--- src/rtl/host_link_pkg.sv ---
// Shared types and constants for the host link arbiter and its response demux.
package host_link_pkg;

   typedef enum logic [1:0] {
      IDLE  = 2'd0,
      GRANT = 2'd1,
      ABORT = 2'd2
   } host_arb_state_t;

   localparam logic HOST_SRC_UART = 1'b0;
   localparam logic HOST_SRC_UDP  = 1'b1;

endpackage

--- src/rtl/host_link_rsp_demux.sv ---
// Routes the command engine's response stream to the UART or UDP link by destination ID.
// Latency: combinational. Backpressure: o_rsp_ready mirrors the selected link's ready.
module host_link_rsp_demux
   import host_link_pkg::*;
#(
   parameter int DATA_WIDTH = 8
) (
   input  logic [DATA_WIDTH-1:0] i_rsp_data,
   input  logic                  i_rsp_valid,
   input  logic                  i_rsp_last,
   input  logic                  i_rsp_dest,
   output logic                  o_rsp_ready,
   output logic [DATA_WIDTH-1:0] o_uart_rsp_data,
   output logic                  o_uart_rsp_valid,
   output logic                  o_uart_rsp_last,
   input  logic                  i_uart_rsp_ready,
   output logic [DATA_WIDTH-1:0] o_udp_rsp_data,
   output logic                  o_udp_rsp_valid,
   output logic                  o_udp_rsp_last,
   input  logic                  i_udp_rsp_ready
);

   logic to_udp;
   assign to_udp = (i_rsp_dest == HOST_SRC_UDP);

   // Data and last fan out to both links; only valid is qualified by the destination.
   assign o_uart_rsp_data  = i_rsp_data;
   assign o_uart_rsp_last  = i_rsp_last;
   assign o_uart_rsp_valid = i_rsp_valid & ~to_udp;

   assign o_udp_rsp_data   = i_rsp_data;
   assign o_udp_rsp_last   = i_rsp_last;
   assign o_udp_rsp_valid  = i_rsp_valid & to_udp;

   assign o_rsp_ready = to_udp ? i_udp_rsp_ready : i_uart_rsp_ready;

endmodule

--- src/rtl/host_link_arbiter.sv ---
// Packet round-robin arbiter merging UART/UDP command streams onto one sink; responses routed by dest ID.
// Latency: 1-cycle arbitration, then combinational pass-through with one IDLE bubble between packets.
// Backpressure: i_cmd_ready reaches the granted link only; HOST_LINK_ARBITER_TIMEOUT_EN adds a stalled-packet abort.
module host_link_arbiter
   import host_link_pkg::*;
#(
   parameter int DATA_WIDTH     = 8,
   parameter int TIMEOUT_CYCLES = 1024
) (
   input  logic                  i_clock,
   input  logic                  i_reset,
   input  logic [DATA_WIDTH-1:0] i_uart_data,
   input  logic                  i_uart_valid,
   input  logic                  i_uart_last,
   output logic                  o_uart_ready,
   input  logic [DATA_WIDTH-1:0] i_udp_data,
   input  logic                  i_udp_valid,
   input  logic                  i_udp_last,
   output logic                  o_udp_ready,
   output logic [DATA_WIDTH-1:0] o_cmd_data,
   output logic                  o_cmd_valid,
   output logic                  o_cmd_last,
   output logic                  o_cmd_source,
   output logic                  o_cmd_abort,
   input  logic                  i_cmd_ready,
   input  logic [DATA_WIDTH-1:0] i_rsp_data,
   input  logic                  i_rsp_valid,
   input  logic                  i_rsp_last,
   input  logic                  i_rsp_dest,
   output logic                  o_rsp_ready,
   output logic [DATA_WIDTH-1:0] o_uart_rsp_data,
   output logic                  o_uart_rsp_valid,
   output logic                  o_uart_rsp_last,
   input  logic                  i_uart_rsp_ready,
   output logic [DATA_WIDTH-1:0] o_udp_rsp_data,
   output logic                  o_udp_rsp_valid,
   output logic                  o_udp_rsp_last,
   input  logic                  i_udp_rsp_ready,
   output logic [15:0]           o_uart_pkt_count,
   output logic [15:0]           o_udp_pkt_count
);

   host_arb_state_t state_q, state_d;
   logic            grant_q, grant_d;
   logic            prio_q, prio_d;
   logic            pkt_done;
   logic [15:0]     uart_cnt_q, udp_cnt_q;

   logic [DATA_WIDTH-1:0] g_dat;
   logic                  g_vld, g_last;

   assign g_dat  = (grant_q == HOST_SRC_UDP) ? i_udp_data  : i_uart_data;
   assign g_vld  = (grant_q == HOST_SRC_UDP) ? i_udp_valid : i_uart_valid;
   assign g_last = (grant_q == HOST_SRC_UDP) ? i_udp_last  : i_uart_last;

`ifdef HOST_LINK_ARBITER_TIMEOUT_EN
   localparam int TMO_W = $clog2(TIMEOUT_CYCLES);

   logic [TMO_W-1:0] tmo_q;
   logic             tmo_hit;

   // The counter reaches TIMEOUT_CYCLES-1 on the same edge that moves the FSM into ABORT.
   assign tmo_hit = !g_vld && (tmo_q == TMO_W'(TIMEOUT_CYCLES - 2));

   always_ff @(posedge i_clock) begin
      if (i_reset || state_q != GRANT || (g_vld && i_cmd_ready))
         tmo_q <= '0;
      else if (!g_vld)
         tmo_q <= tmo_q + 1'b1;
   end
`endif

   always_comb begin
      state_d      = state_q;
      grant_d      = grant_q;
      prio_d       = prio_q;
      pkt_done     = 1'b0;
      o_cmd_data   = '0;
      o_cmd_valid  = 1'b0;
      o_cmd_last   = 1'b0;
      o_cmd_abort  = 1'b0;
      o_uart_ready = 1'b0;
      o_udp_ready  = 1'b0;

      case (state_q)
         IDLE: begin
            if (i_uart_valid || i_udp_valid) begin
               if (i_uart_valid && i_udp_valid)
                  grant_d = prio_q;
               else
                  grant_d = i_udp_valid ? HOST_SRC_UDP : HOST_SRC_UART;
               state_d = GRANT;
            end
         end
         GRANT: begin
            o_cmd_data  = g_dat;
            o_cmd_valid = g_vld;
            o_cmd_last  = g_last;
            if (grant_q == HOST_SRC_UDP)
               o_udp_ready = i_cmd_ready;
            else
               o_uart_ready = i_cmd_ready;

            if (g_vld && i_cmd_ready && g_last) begin
               state_d  = IDLE;
               prio_d   = ~grant_q;
               pkt_done = 1'b1;
            end
`ifdef HOST_LINK_ARBITER_TIMEOUT_EN
            else if (tmo_hit) begin
               state_d = ABORT;
            end
`endif
         end
         ABORT: begin
`ifdef HOST_LINK_ARBITER_TIMEOUT_EN
            o_cmd_valid = 1'b1;
            o_cmd_last  = 1'b1;
            o_cmd_abort = 1'b1;
            if (i_cmd_ready) begin
               state_d = IDLE;
               prio_d  = ~grant_q;
            end
`else
            state_d = IDLE;
`endif
         end
         default: state_d = IDLE;
      endcase
   end

   always_ff @(posedge i_clock) begin
      if (i_reset) begin
         state_q <= IDLE;
         grant_q <= HOST_SRC_UART;
         prio_q  <= HOST_SRC_UART;
      end else begin
         state_q <= state_d;
         grant_q <= grant_d;
         prio_q  <= prio_d;
      end
   end

   // Only packets closed by a real last-beat handshake are counted; aborts and reset-dropped packets are not.
   always_ff @(posedge i_clock) begin
      if (i_reset) begin
         uart_cnt_q <= '0;
         udp_cnt_q  <= '0;
      end else if (pkt_done) begin
         if (grant_q == HOST_SRC_UDP)
            udp_cnt_q <= udp_cnt_q + 16'd1;
         else
            uart_cnt_q <= uart_cnt_q + 16'd1;
      end
   end

   assign o_cmd_source     = grant_q;
   assign o_uart_pkt_count = uart_cnt_q;
   assign o_udp_pkt_count  = udp_cnt_q;

   host_link_rsp_demux #(
      .DATA_WIDTH (DATA_WIDTH)
   ) u_rsp_demux (
      .i_rsp_data       (i_rsp_data),
      .i_rsp_valid      (i_rsp_valid),
      .i_rsp_last       (i_rsp_last),
      .i_rsp_dest       (i_rsp_dest),
      .o_rsp_ready      (o_rsp_ready),
      .o_uart_rsp_data  (o_uart_rsp_data),
      .o_uart_rsp_valid (o_uart_rsp_valid),
      .o_uart_rsp_last  (o_uart_rsp_last),
      .i_uart_rsp_ready (i_uart_rsp_ready),
      .o_udp_rsp_data   (o_udp_rsp_data),
      .o_udp_rsp_valid  (o_udp_rsp_valid),
      .o_udp_rsp_last   (o_udp_rsp_last),
      .i_udp_rsp_ready  (i_udp_rsp_ready)
   );

endmodule

--- config.mk ---
export PLATFORM = sky130hd
export DESIGN_NAME = host_link_arbiter
export DESIGN_NICKNAME = d
export VERILOG_FILES = /design/src/rtl/host_link_pkg.sv /design/src/rtl/host_link_rsp_demux.sv /design/src/rtl/host_link_arbiter.sv
export SDC_FILE = /design/constraint.sdc
export NUM_CORES = 1
export LEC_CHECK = 0
export CAP_MARGIN = 40
export CORE_MARGIN = 1.5
export CORE_UTILIZATION = 35
export CTS_BUF_LIST = sky130_fd_sc_hd__clkbuf_16
export CTS_CLUSTER_DIAMETER = 100
export DETAILED_ROUTE_END_ITERATION = 12
export PLACE_DENSITY = 0.83
export RECOVER_POWER = 100
export SYNTH_ARGS = -nofsm -noshare
export SYNTH_HDL_FRONTEND = slang
export SYNTH_SLANG_ARGS = --single-unit
--- constraint.sdc ---
create_clock -name i_clock -period 2.3 [get_ports i_clock]
set_input_delay 0.23 -clock i_clock [delete_from_list [all_inputs] [get_ports i_clock]]
set_output_delay 0.23 -clock i_clock [all_outputs]
set_load 0.005 [all_outputs]
# After elaboration in Yosys (flattened, before gate mapping)

Index checks and enable logic that the tools add are counted.

Flip-flop bits (word level): 36
Bits of input ports: 36
Output and inout bits: 67
Word-level logic and storage cells: 42

Add/sub/neg operators: 2
Equal/unequal tests: 3
Multiplexer cells: 18
Bitwise logic cells: 4
Reductions and logical operators: 10

Operator list:

| cell                    | number |
|---|---|
| $add A16 B1 Y16 const B | 2 |
| $mux W8                 | 2 |
| $mux W1                 | 13 |
| $reduce_and A2 Y1       | 5 |
| $mux W2                 | 2 |
| $ne A2 B2 Y1 const B    | 2 |
| $pmux W2 S2             | 1 |
| $logic_and A1 B1 Y1     | 3 |
| $and A1 B1 Y1           | 2 |
| $eq A2 B1 Y1 const B    | 1 |
| $logic_not A2 Y1        | 1 |
| $not A1 Y1              | 2 |
| $logic_or A1 B1 Y1      | 1 |

# Logic depth before layout (Yosys ltp)

Word-level depth: 6
Gate-level depth with buffers: 7
Mapped depth without buffers: 5

# Hierarchy

A second synthesis with hierarchy kept.

Cells, all modules: 237
Area, all modules: 1,964.4 um^2

By module, submodules not included:

| module              | times used | cells each | area each (um^2) | seq. area each (um^2) |
|---|---|---|---|---|
| host_link_arbiter   | 1          | 216        | 1,798.0          | 700.7 |
| host_link_rsp_demux | 1          | 21         | 166.4            | 0.0 |

# Least setup slack after synthesis

Ideal clock, no wire load.

Kind: register to register
From: reg grant_q, in the netlist o_cmd_source
To: reg udp_cnt_q[15], in the netlist o_udp_pkt_count[15]
Setup time: 0.121 ns
Arrival: 1.674 ns
Data required time: 2.179 ns
Path slack: 0.505 ns
Stages on the path, launching flop included: 7
Path buffers: 2
Period minus slack after synthesis: 1.795 ns
Path through: dfxtp_1 > buf_6 > nand3_1 > buf_2 > or3_1 > nor4_1 > mux2_2

Longest elaborated chain between the ends: 6
Elaborated cells between the ends (all ways): 7
Classes of those cells: mux (4); reduce/logical (3)

RTL lines:

| item                                 | line                     | RTL |
|---|---|---|
| start: declaration                   | host_link_arbiter.sv:44  | `logic grant_q, grant_d;` |
| start signal: assignment             | host_link_arbiter.sv:139 | `grant_q <= grant_d;` |
| $mux W1                              | host_link_arbiter.sv:53  | `assign g_vld = (grant_q == HOST_SRC_UDP) ? i_udp_valid : i_uart_valid;` |
| $logic_and A1 B1 Y1 (2 in a row)     | host_link_arbiter.sv:104 | `if (g_vld && i_cmd_ready && g_last) begin` |
| $mux W1                              | host_link_arbiter.sv:104 |  |
| $mux W1                              | host_link_arbiter.sv:85  | `case (state_q)` |
| $reduce_and A2 Y1 (no source line) * | n/a                      |  |
| end signal: assignment               | host_link_arbiter.sv:151 | `udp_cnt_q <= udp_cnt_q + 16'd1;` |
| end: declaration                     | host_link_arbiter.sv:47  | `logic [15:0] uart_cnt_q, udp_cnt_q;` |

Mark *: on every way between the ends. The rest lies on a longest branch, timed or not.
A chain may end at the register's enable or synchronous reset.

# Worst setup path in the final report

From: reg grant_q, in the netlist o_cmd_source
To: out o_cmd_data[1]

Longest elaborated chain between the ends: 2

RTL lines:

| item             | line                    | RTL |
|---|---|---|
| $mux W8          | host_link_arbiter.sv:52 | `assign g_dat = (grant_q == HOST_SRC_UDP) ? i_udp_data : i_uart_data;` |
| $mux W8          | host_link_arbiter.sv:85 |  |
| end: declaration | host_link_arbiter.sv:20 | `output logic [DATA_WIDTH-1:0] o_cmd_data,` |

Every way passes these cells.

==> impl_summary.md <==
Synthesis
When the netlist entered floorplanning its net count stood at 276. The sequential area share after synthesis is a little over a third. The gate count of the mapped netlist is between 200 and 250. After synthesis, the largest family of logic cells by area is simple AND/OR/NAND/NOR gates.

Of the post-synthesis cell area, the part taken by muxes is 8.52%. Ranked by total cell area, the synthesized netlist is headed by sky130_fd_sc_hd__dfxtp_1 36%, sky130_fd_sc_hd__buf_4 7.4%, sky130_fd_sc_hd__xnor2_1 6.8%. The area share of fa/ha/maj cells after synthesis is 1.29%.

The count of cell types in the netlist is 33. The top cell type by area accounts for a little over a third of the synthesized area. Yosys printed 0 warnings. The average cell area after synthesis is 8.15 um2. The library cell with the largest summed area after synthesis is sky130_fd_sc_hd__dfxtp_1. Summing the areas of all xor and xnor instances in the mapped netlist gives between 6 and 7% of the synthesized area. The flip-flop and latch count after synthesis is 35. The fraction of the mapped netlist area in compound gates is 7.48%.

Summing the areas of all and, or, nand and nor instances in the mapped netlist gives 27.7% of the synthesized area. The post-synthesis instance area is 1940 um2.

Clock network
The buffer depth of the longest clock path is 2. For the worst-skew pair, the clock arrives at the later sink with an insertion delay of 0.28 ns. The post-CTS setup-driven buffer insertion count is 0. The number of hold buffers added after cts is 0. The CTS clock-pin slew for the worst setup and hold paths is 0.05 ns. The library cell used as clock root buffer is sky130_fd_sc_hd__clkbuf_16.

The TritonCTS clock tree is done. The TritonCTS buffer count is 5. The count of H-tree levels built during CTS is 2. The sink count of the clock tree is 35. After clock tree synthesis, the repair step resized 0 gates.

Pwr
The analysis attributes to cell leakage a power of 1.08 nW. The net switching power is between 0.2 and 0.3 mW. The total power divided by cell area is 500 nW/um2. The switching portion of total power is 21.3%. Internal power comes to 1.09 mW. The part of the power in combinational logic is about a tenth.

The fraction of power consumed by the clock network is between 40% and 50%. The overall power of the completed layout is 1.39 mW. The worst-case IR drop observed on VDD is 317 uV. The sequential share of power is ~44%.

Floorplan
The die is 77.4 um tall. The row count is 26. The total die area is approximately 6000 um2. The horizontal die dimension is 77.4 um.

The initial core utilization is 37.0%. The standard cell core area is 5240 um2. The boundary pin count is around 100.

GRT
The first global-routing pass estimated 7.30 mm of wire. The number of antenna violations at the first check in global routing is 0. The largest net degree at the start of global routing is 15. Summed over all layers, the global routing overflow is 0. The via count of the first global-routing pass came to 1,733. Global routing used between 10% and 20% of the available tracks.

Drt
After the first detailed-routing iteration, the DRC count stood at 57. The iteration count of the initial detailed-routing pass is 4. In the routed layout, each cell is associated on average with a via count of 4.95.

The detailed-route wire length per cell is 11.9 um. The post-detailed-route DRC marker count is 0. The detail route stage leaves a number of antenna-violating nets equal to 0.

For this block, the routed nets add up to 4.41 mm of wire. The total via count after detailed routing is 1,833.

Setup path
In this run the worst path has a maximum fanout of 14. The element type at the critical path end is an output pin. The path type of the worst setup path is reg -> out. For the worst setup path, the data required time is 2.07 ns. The register-to-register path setup slack is about 0.41 ns. STA classifies the critical path startpoint as a flop. For the worst setup path, the data arrival time is roughly 1.9 ns.

STA
Setup repair after global routing left no endpoint under its margin. The hold violation total from the final report is 0. For the pin with the worst max-slew slack, the measured transition is 0.522 ns. The maximum clock frequency is 481 MHz.

The final-report max-slew violation count came to 0. The period utilization is 90.4%. For the final routed database, the setup TNS stands at 0 ns. The final setup violation count is 0. The shortest period the worst path allows is 2.08 ns. Across the routed clock network, the largest skew measured is 0.00356 ns. The worst max-slew margin expressed relative to the limit is 65.2%.

Cells and area
The number of diodes added for antenna fixing is 0. The count of nets after finishing is 337. Of the cells placed in the final design, the portion with a size suffix greater than 1 is 6.33%.

The growth of design area from synthesis to finish is 43.0%. For this run, the share of the core covered by cells in the final layout is a little over half.

Placed design
The congestion estimate from routability-driven global placement came to a little under 0.8. During placement, the flow inserted port buffers numbering 74. The placed wire-length estimate is 3.37 mm.

Worst hold path
The path class of the lowest-slack min-delay path is in -> out.

Flow run
The number of maximum-capacitance violations is 0.

Run status
The run finished with clean final reports.
[kinds of logic (layout without fill, tap and decap cells)]
logic type	Yosys count	in the layout
AO/OA/AOI/OAI	28	28
adder cells (fa/ha/maj)	2	2
buffers and inverters	40	102
flip-flops	35	35
other	1	1
AND/OR/NAND/NOR	101	101
multiplexers	16	16
XOR/XNOR	15	15
[cell usage after synthesis, drive strengths merged]
cell    count
dfxtp      35
nor2       31
buf        23
xnor2      15
a21oi      14
mux2i      12
o21ai      12
inv        11
nand3      11
nor3       11
or3        11
nand2       8
nand4       8
clkbuf      6
mux2        4
nor2b       4
nor4        4
or4         3
and2        2
and3        2
and4        2
ha          2
nand3b      2
conb        1
nor4b       1
o211ai      1
o31ai       1
or2         1
[worst max-delay path, stage by stage (launching register included)]
cell and delay, ns:
sky130_fd_sc_hd__dfxtp_1 0.35, sky130_fd_sc_hd__clkbuf_2 0.35, sky130_fd_sc_hd__mux2i_1 0.23, sky130_fd_sc_hd__nor2_1 0.05
sky130_fd_sc_hd__dlygate4sd3_1 0.59
[power by group through the flow]
stage	Combinational (mW)	Sequential [mW]	Clock (mW)
after global routing	0.158	0.616	0.673
after CTS	0.156	0.615	0.641
after floorplan	0.0833	0.628	0
after detailed placement	0.155	0.628	0
final	0.145	0.616	0.625
after global placement	0.153	0.628	0
[registers in the layout, summed over array words and instances, names as in the netlist]
| name | count |
|---|---|
| o_udp_pkt_count | 16 |
| o_cmd_source | 1 |
| state_q | 1 |
| o_uart_pkt_count | 16 |
| prio_q | 1 |
[stage by stage]
stage               setup WS [ns]  cells  hold slack, ns  area [um2]
global route                0.112    370           0.460        2770
floorplan                   0.505    238           0.400        1940
detailed placement          0.110    362           0.460        2650
finish                      0.222    370           0.460        2770
global placement            0.154    362           0.460        2650
CTS                         0.362    370           0.460        2780
[final timing paths]
kind / cells past startpoint / endpoint / from
hold reg to reg: 2 / prio_q / prio_q
hold / removal: 0 / o_uart_rsp_data[3] / i_rsp_data[3]
setup reg to reg: 5 / o_uart_pkt_count[12] / o_uart_pkt_count[0]
setup / recovery: 4 / o_cmd_data[1] / o_cmd_source
[final cells by class]
cell class	instances	area, um2
fill	487	2460
multi-input combinational	163	1000
timing repair buffer	83	802
sequential	35	701
clock buffer	5	125
tap	70	87.6
inverter	11	41.3
clock inverter	3	12.5
[routing by layer]
| metal | vias to the layer above | wire [um] | global-route usage (%) |
|---|---|---|---|
| li1 | 932 | - | - |
| met1 | 836 | 1850 | 16.2 |
| met2 | 56 | 2200 | 26.9 |
| met3 | 9 | 302 | 5.76 |
| met4 | 0 | 55 | 6.00 |
| met5 | - | 0 | 0 |
[cells in the final DEF, fill, tap and decap left out, types with 3 or more instances in the layout]
cell type / instances
sky130_fd_sc_hd__dlygate4sd3_1: 49
sky130_fd_sc_hd__dfxtp_1: 35
sky130_fd_sc_hd__nor2_1: 31
sky130_fd_sc_hd__clkdlybuf4s50_1: 25
sky130_fd_sc_hd__xnor2_1: 15
sky130_fd_sc_hd__a21oi_1: 14
sky130_fd_sc_hd__inv_1: 13
sky130_fd_sc_hd__mux2i_1: 12
sky130_fd_sc_hd__o21ai_0: 12
sky130_fd_sc_hd__nand3_1: 11
sky130_fd_sc_hd__or3_1: 11
sky130_fd_sc_hd__nor3_1: 11
sky130_fd_sc_hd__nand4_1: 8
sky130_fd_sc_hd__nand2_1: 8
sky130_fd_sc_hd__buf_4: 7
sky130_fd_sc_hd__clkbuf_16: 5
sky130_fd_sc_hd__nor2b_1: 4
sky130_fd_sc_hd__mux2_2: 4
sky130_fd_sc_hd__nor4_1: 4
sky130_fd_sc_hd__or4_1: 3
Note: power is estimated with default switching activity, not from simulation.
